## config.mk

```make
export PLATFORM = sky130hd
export DESIGN_NAME = lif_membrane_integrator
export DESIGN_NICKNAME = d
export VERILOG_FILES = /design/src/rtl/lif_membrane_integrator_pkg.sv /design/src/rtl/lif_membrane_integrator_threshold_element.sv /design/src/rtl/lif_membrane_integrator.sv
export SDC_FILE = /design/constraint.sdc
export NUM_CORES = 1
export LEC_CHECK = 0
export BUFFER_PORTS_ARGS = -buffer_cell sky130_fd_sc_hd__buf_2
export CORE_ASPECT_RATIO = 1.25
export CORE_MARGIN = 5
export CORE_UTILIZATION = 35
export CTS_CLUSTER_DIAMETER = 150
export DETAILED_ROUTE_END_ITERATION = 7
export SLEW_MARGIN = 20
export SYNTH_ARGS = -nofsm -noshare
export SYNTH_HDL_FRONTEND = slang
export SYNTH_HIERARCHICAL = 1
export SYNTH_SLANG_ARGS = --single-unit
```

## constraint.sdc

```tcl
create_clock -name clk -period 4.3 [get_ports clk]
set_input_delay 0.215 -clock clk [delete_from_list [all_inputs] [get_ports clk]]
set_output_delay 0.215 -clock clk [all_outputs]
set_load 0.005 [all_outputs]
```

## src/rtl/lif_membrane_integrator_pkg.sv

```systemverilog
// Shared types and helpers for the leaky integrate-and-fire membrane integrator.
// Holds the FSM state encoding and the signed saturation limits for a given word width.
package lif_membrane_integrator_pkg;

  typedef enum logic [0:0] {
    StIntegrate  = 1'b0,
    StRefractory = 1'b1
  } lif_state_e;

  localparam int unsigned DefaultDataWidth = 16;

  // Limits are returned 64-bit wide; callers truncate to their own DATA_WIDTH.
  function automatic logic signed [63:0] sat_max(input int unsigned width);
    return (64'sd1 <<< (width - 1)) - 64'sd1;
  endfunction

  function automatic logic signed [63:0] sat_min(input int unsigned width);
    return -(64'sd1 <<< (width - 1));
  endfunction

endpackage

```

## src/rtl/lif_membrane_integrator_threshold_element.sv

```systemverilog
// Combinational signed comparator: fires when the value reaches or exceeds the threshold.
module threshold_element #(
  parameter int unsigned DATA_WIDTH = 16
) (
  input  logic signed [DATA_WIDTH-1:0] i_value,
  input  logic signed [DATA_WIDTH-1:0] i_threshold,
  output logic                         o_fire
);

  assign o_fire = (i_value >= i_threshold);

endmodule

```

## src/rtl/lif_membrane_integrator.sv

```systemverilog
// LIF neuron membrane: saturating integration of accepted currents, leak and
// threshold test on tick, one-cycle spike and a tick-counted refractory period.
module lif_membrane_integrator
  import lif_membrane_integrator_pkg::*;
#(
  parameter int unsigned DATA_WIDTH       = DefaultDataWidth,
  parameter int unsigned LEAK_SHIFT       = 4,
  parameter int unsigned REFRACTORY_TICKS = 2
) (
  input  logic                         clk,
  input  logic                         rst_n,
  input  logic                         in_valid,
  output logic                         in_ready,
  input  logic signed [DATA_WIDTH-1:0] in_current,
  input  logic                         tick,
  input  logic signed [DATA_WIDTH-1:0] threshold,
  input  logic signed [DATA_WIDTH-1:0] reset_potential,
  output logic signed [DATA_WIDTH-1:0] membrane_potential,
  output logic                         spike,
  output logic                         refractory
);

  localparam int unsigned CntWidth =
      (REFRACTORY_TICKS > 0) ? $clog2(REFRACTORY_TICKS + 1) : 1;
  localparam logic signed [DATA_WIDTH-1:0] SatMax = DATA_WIDTH'(sat_max(DATA_WIDTH));
  localparam logic signed [DATA_WIDTH-1:0] SatMin = DATA_WIDTH'(sat_min(DATA_WIDTH));
  localparam logic [CntWidth-1:0] CntLoad = CntWidth'(REFRACTORY_TICKS);
  localparam logic [CntWidth-1:0] CntOne  = CntWidth'(1);

  lif_state_e r_state, w_state_d;
  logic signed [DATA_WIDTH-1:0] r_v, w_v_d;
  logic [CntWidth-1:0]          r_cnt, w_cnt_d;
  logic                         r_spike, w_spike_d;

  logic                         w_accept;
  logic signed [DATA_WIDTH:0]   w_sum;
  logic signed [DATA_WIDTH-1:0] w_sum_sat;
  logic signed [DATA_WIDTH-1:0] w_leaked;
  logic                         w_fire;

  assign in_ready = !tick;
  assign w_accept = in_valid && in_ready;

  // One guard bit: overflow shows as a disagreement between the top two sum bits.
  assign w_sum = {r_v[DATA_WIDTH-1], r_v} + {in_current[DATA_WIDTH-1], in_current};
  always_comb begin
    w_sum_sat = w_sum[DATA_WIDTH-1:0];
    if (w_sum[DATA_WIDTH] != w_sum[DATA_WIDTH-1]) begin
      w_sum_sat = w_sum[DATA_WIDTH] ? SatMin : SatMax;
    end
  end

  assign w_leaked = r_v - (r_v >>> LEAK_SHIFT);

  threshold_element #(
    .DATA_WIDTH (DATA_WIDTH)
  ) u_threshold (
    .i_value     (w_leaked),
    .i_threshold (threshold),
    .o_fire      (w_fire)
  );

  always_comb begin
    w_state_d = r_state;
    w_v_d     = r_v;
    w_cnt_d   = r_cnt;
    w_spike_d = 1'b0;
    unique case (r_state)
      StIntegrate: begin
        if (tick) begin
          if (w_fire) begin
            w_v_d     = reset_potential;
            w_spike_d = 1'b1;
            if (REFRACTORY_TICKS != 0) begin
              w_cnt_d   = CntLoad;
              w_state_d = StRefractory;
            end
          end else begin
            w_v_d = w_leaked;
          end
        end else if (w_accept) begin
          w_v_d = w_sum_sat;
        end
      end
      StRefractory: begin
        // Inputs are still accepted here but discarded; only ticks advance state.
        if (tick) begin
          w_cnt_d = r_cnt - CntOne;
          if (r_cnt <= CntOne) begin
            w_cnt_d   = '0;
            w_state_d = StIntegrate;
          end
        end
      end
      default: w_state_d = StIntegrate;
    endcase
  end

  always_ff @(posedge clk or negedge rst_n) begin
    if (!rst_n) begin
      r_state <= StIntegrate;
      r_v     <= '0;
      r_cnt   <= '0;
      r_spike <= 1'b0;
    end else begin
      r_state <= w_state_d;
      r_v     <= w_v_d;
      r_cnt   <= w_cnt_d;
      r_spike <= w_spike_d;
    end
  end

  assign membrane_potential = r_v;
  assign spike              = r_spike;
  assign refractory         = (r_state == StRefractory);

endmodule

```

==> out/qor.yml <==
run_status:
  status: "complete, but fails checks"
  failed_checks: "negative setup slack"
logic_synthesis:
  async_reset_ff_share_pct: 100
  syn_area_per_cell_um2: 7.74
  synthFlopType: "dfrtp_1"
  syn_nets: 504
  ys_seq_area_share_pct: 16.1
  ys_types: 66
  netlist_instances: 403
  netlist_area_um2: 3120
  synth_edf_count: 0
  ys_warn_count: 6
  synth-seq-cells: 20
detailed_routing:
  ant_nets: 0
  drt_iter0_drc: 147
  drc: 0
  vias: 3423
  via_per_inst: 5.32
  totalWireLength_mm: 10.3
  drtPass1Iterations: 4
  drt-wirelength-per-cell_um: 16.0
timing:
  tightest_slew_ps: 973
  tns_ps: -652
  finalSetupViolCount: 9
  rsz0062_at_grt: "true"
  final.setup.worst_slack_ps: -108
  hold_viol_final: 0
  max_freq_mhz: 227
  drv_slew: 0
  slew_headroom_pct: 34.7
  min_period_over_period_pct: 103
  layout_min_cycle_time_ps: 4410
  skew_ps: 7.22
clock_network:
  cts_made_buffers: 3
  clock-root-buffer: "clkbuf_8"
  clk_pin_slew_ps: 80
  cts_buffer_depth: 2
  clk_latency_ps: 260
  cts_tree: "built"
  cts.sinks: 20
  h-tree-depth: 1
cells_and_area:
  area_growth_pct: 36.4
  diodes: 0
  final_cell_mix: "70 x buf_2, 54 x buf_4, 44 x ha_1, 40 x inv_1, 33 x nand2_1"
  fin_nets: 625
  stdcell_count: 643
  drive_gt1_share_pct: 32.7
  fill_cells: 852
  multi_input_area_um2: 2580
  final_util_pct: 48.9
  layout_commonest_cell: "buf_2"
  regArea_um2: 500
setup_path:
  cp_max_fo: 6
  path_cells: "inv_1 -> ha_2 -> fa_2 -> nor2b_2 -> o31a_1 -> o41a_1 -> o2111a_1 -> or3_4 -> and2_4 -> ha_4 -> nand4_1 -> nor3_2 -> a21boi_2 -> nor4_2 -> mux2_4 -> or4_1 -> and3_1 -> a32oi_1"
  cp-end-kind: "register"
  crit_required_ps: 4470
  critPathArrivalTime_ps: 4580
  cp_top_family: "simple AND/OR/NAND/NOR gates"
  worstSetupStartpointType: "register"
  critPathBufInv: 1
  critPathMaxStageDelay_ps: 460
  crit_cells: 18
  path_class: "register to register"
  crit_path_top_delay_cell: "or4_1"
  r2r_cells: 18
global_routing:
  grt_antenna_before_repair: 0
  grt_usage_pct: 18.9
  overflow: 0
  gr-max-usage-layer: "met2"
  grt_max_degree: 23
  grt_pass1_wl_mm: 16.6
  grtUsageMet3_pct: 1.36
  grt_use_met2_pct: 34.2
  grt_pass1_vias: 3527
  grt_util_met1_pct: 23.1
place:
  dp.final_hpwl_mm: 8.59
  numPortBuffers: 70
  dpl.cell_count: 631
  place_congestion: 0.869
floorplan:
  core_um2: 8700
  initial_core_util_pct: 35.8
  io_pins: 71
  num_rows: 38
  die_x_um: 94.4
  dieArea_um2: 10900
  fp.dieH_um: 116
flow_run:
  drv.max_cap_violation_count: 0
worst_hold_path:
  holdPathStages: 3
  min_path_type: "input pin to register"
## area by class of cell
type | instances | share of cell area, %
Multi-Input combinational cell | 331 | 60.6
Tap cell | 120 | 3.53
Sequential cell | 20 | 11.8
Clock inverter | 1 | 0.706
Timing Repair Buffer | 127 | 18.7
Clock buffer | 3 | 0.971
Inverter | 41 | 3.68
## worst register-to-register path: stages, from the launching register on
cell and delay (ps):
dfrtp_1 390, inv_1 60, ha_2 180, fa_2 210, nor2b_2 50, o31a_1 250
o41a_1 360, o2111a_1 280, or3_4 370, and2_4 180, ha_4 230, nand4_1 120
nor3_2 60, a21boi_2 150, nor4_2 260, mux2_4 390, or4_1 460, and3_1 150
a32oi_1 180
## worst paths after layout
check,to,slack [ps],startpoint
max reg2reg,membrane_potential[12],-110,membrane_potential[0]
max,membrane_potential[12],-110,membrane_potential[0]
max in group asynchronous,refractory,3520,rst_n
min,membrane_potential[1],260,reset_potential[1]
min in group asynchronous,membrane_potential[15],450,rst_n
min reg2reg,r_cnt[0],500,r_cnt[0]
## cells in the mapped netlist, drive strengths merged (9+ instances only)
library cell  instances  area [um^2]
a21oi                30          154
o21a                  9         67.6
ha                   47          588
xnor2                11         96.3
dfrtp                20          500
nor2                 29          109
o21ai                28          140
nand2                34          128
and3                 10         62.6
o211ai               12         90.1
clkbuf                9         33.8
inv                  41          154
## timing repair
action,4_1_cts,5_1_grt
cloned,0,0
pin swaps,7,8
buffers inserted,1,6
gates resized for setup,11,22
setup endpoints to repair,15,20
endpoints found under the hold margin,20,0
hold buffers,1,0
## through the flow
step | hold slack (ps) | setup WS [ps] | area [um^2]
after global placement | 200 | -117 | 3990
after CTS | 270 | -117 | 4120
after floorplan | -80.6 | -157 | 3200
after global routing | 297 | -371 | 4250
after detailed placement | 205 | -251 | 3990
final | 264 | -108 | 4250
## per-layer routing
metal,wire (um),vias up,share of wire [%]
met1,4490,1590,44
met3,349,21,3.4
met5,0,-,0
met4,307,0,3.0
met2,5170,81,50
li1,-,1731,-
## state kept, by name, summed over array words and instances, names as in the netlist
signal              flops
spike                   1
refractory              1
membrane_potential     16
r_cnt                   2
## logic make-up after synthesis
group	synth area share (%)
XOR/XNOR	5.06
flip-flops	16.1
multiplexers	2.81
AO/OA/AOI/OAI	29.9
AND/OR/NAND/NOR	19.5
buffers and inverters	6.62
adder cells (fa/ha/maj)	20.1
Power is left out: the tool's default activity adds up to more than one toggle a clock period on the data nets, which glitch-free logic cannot reach.
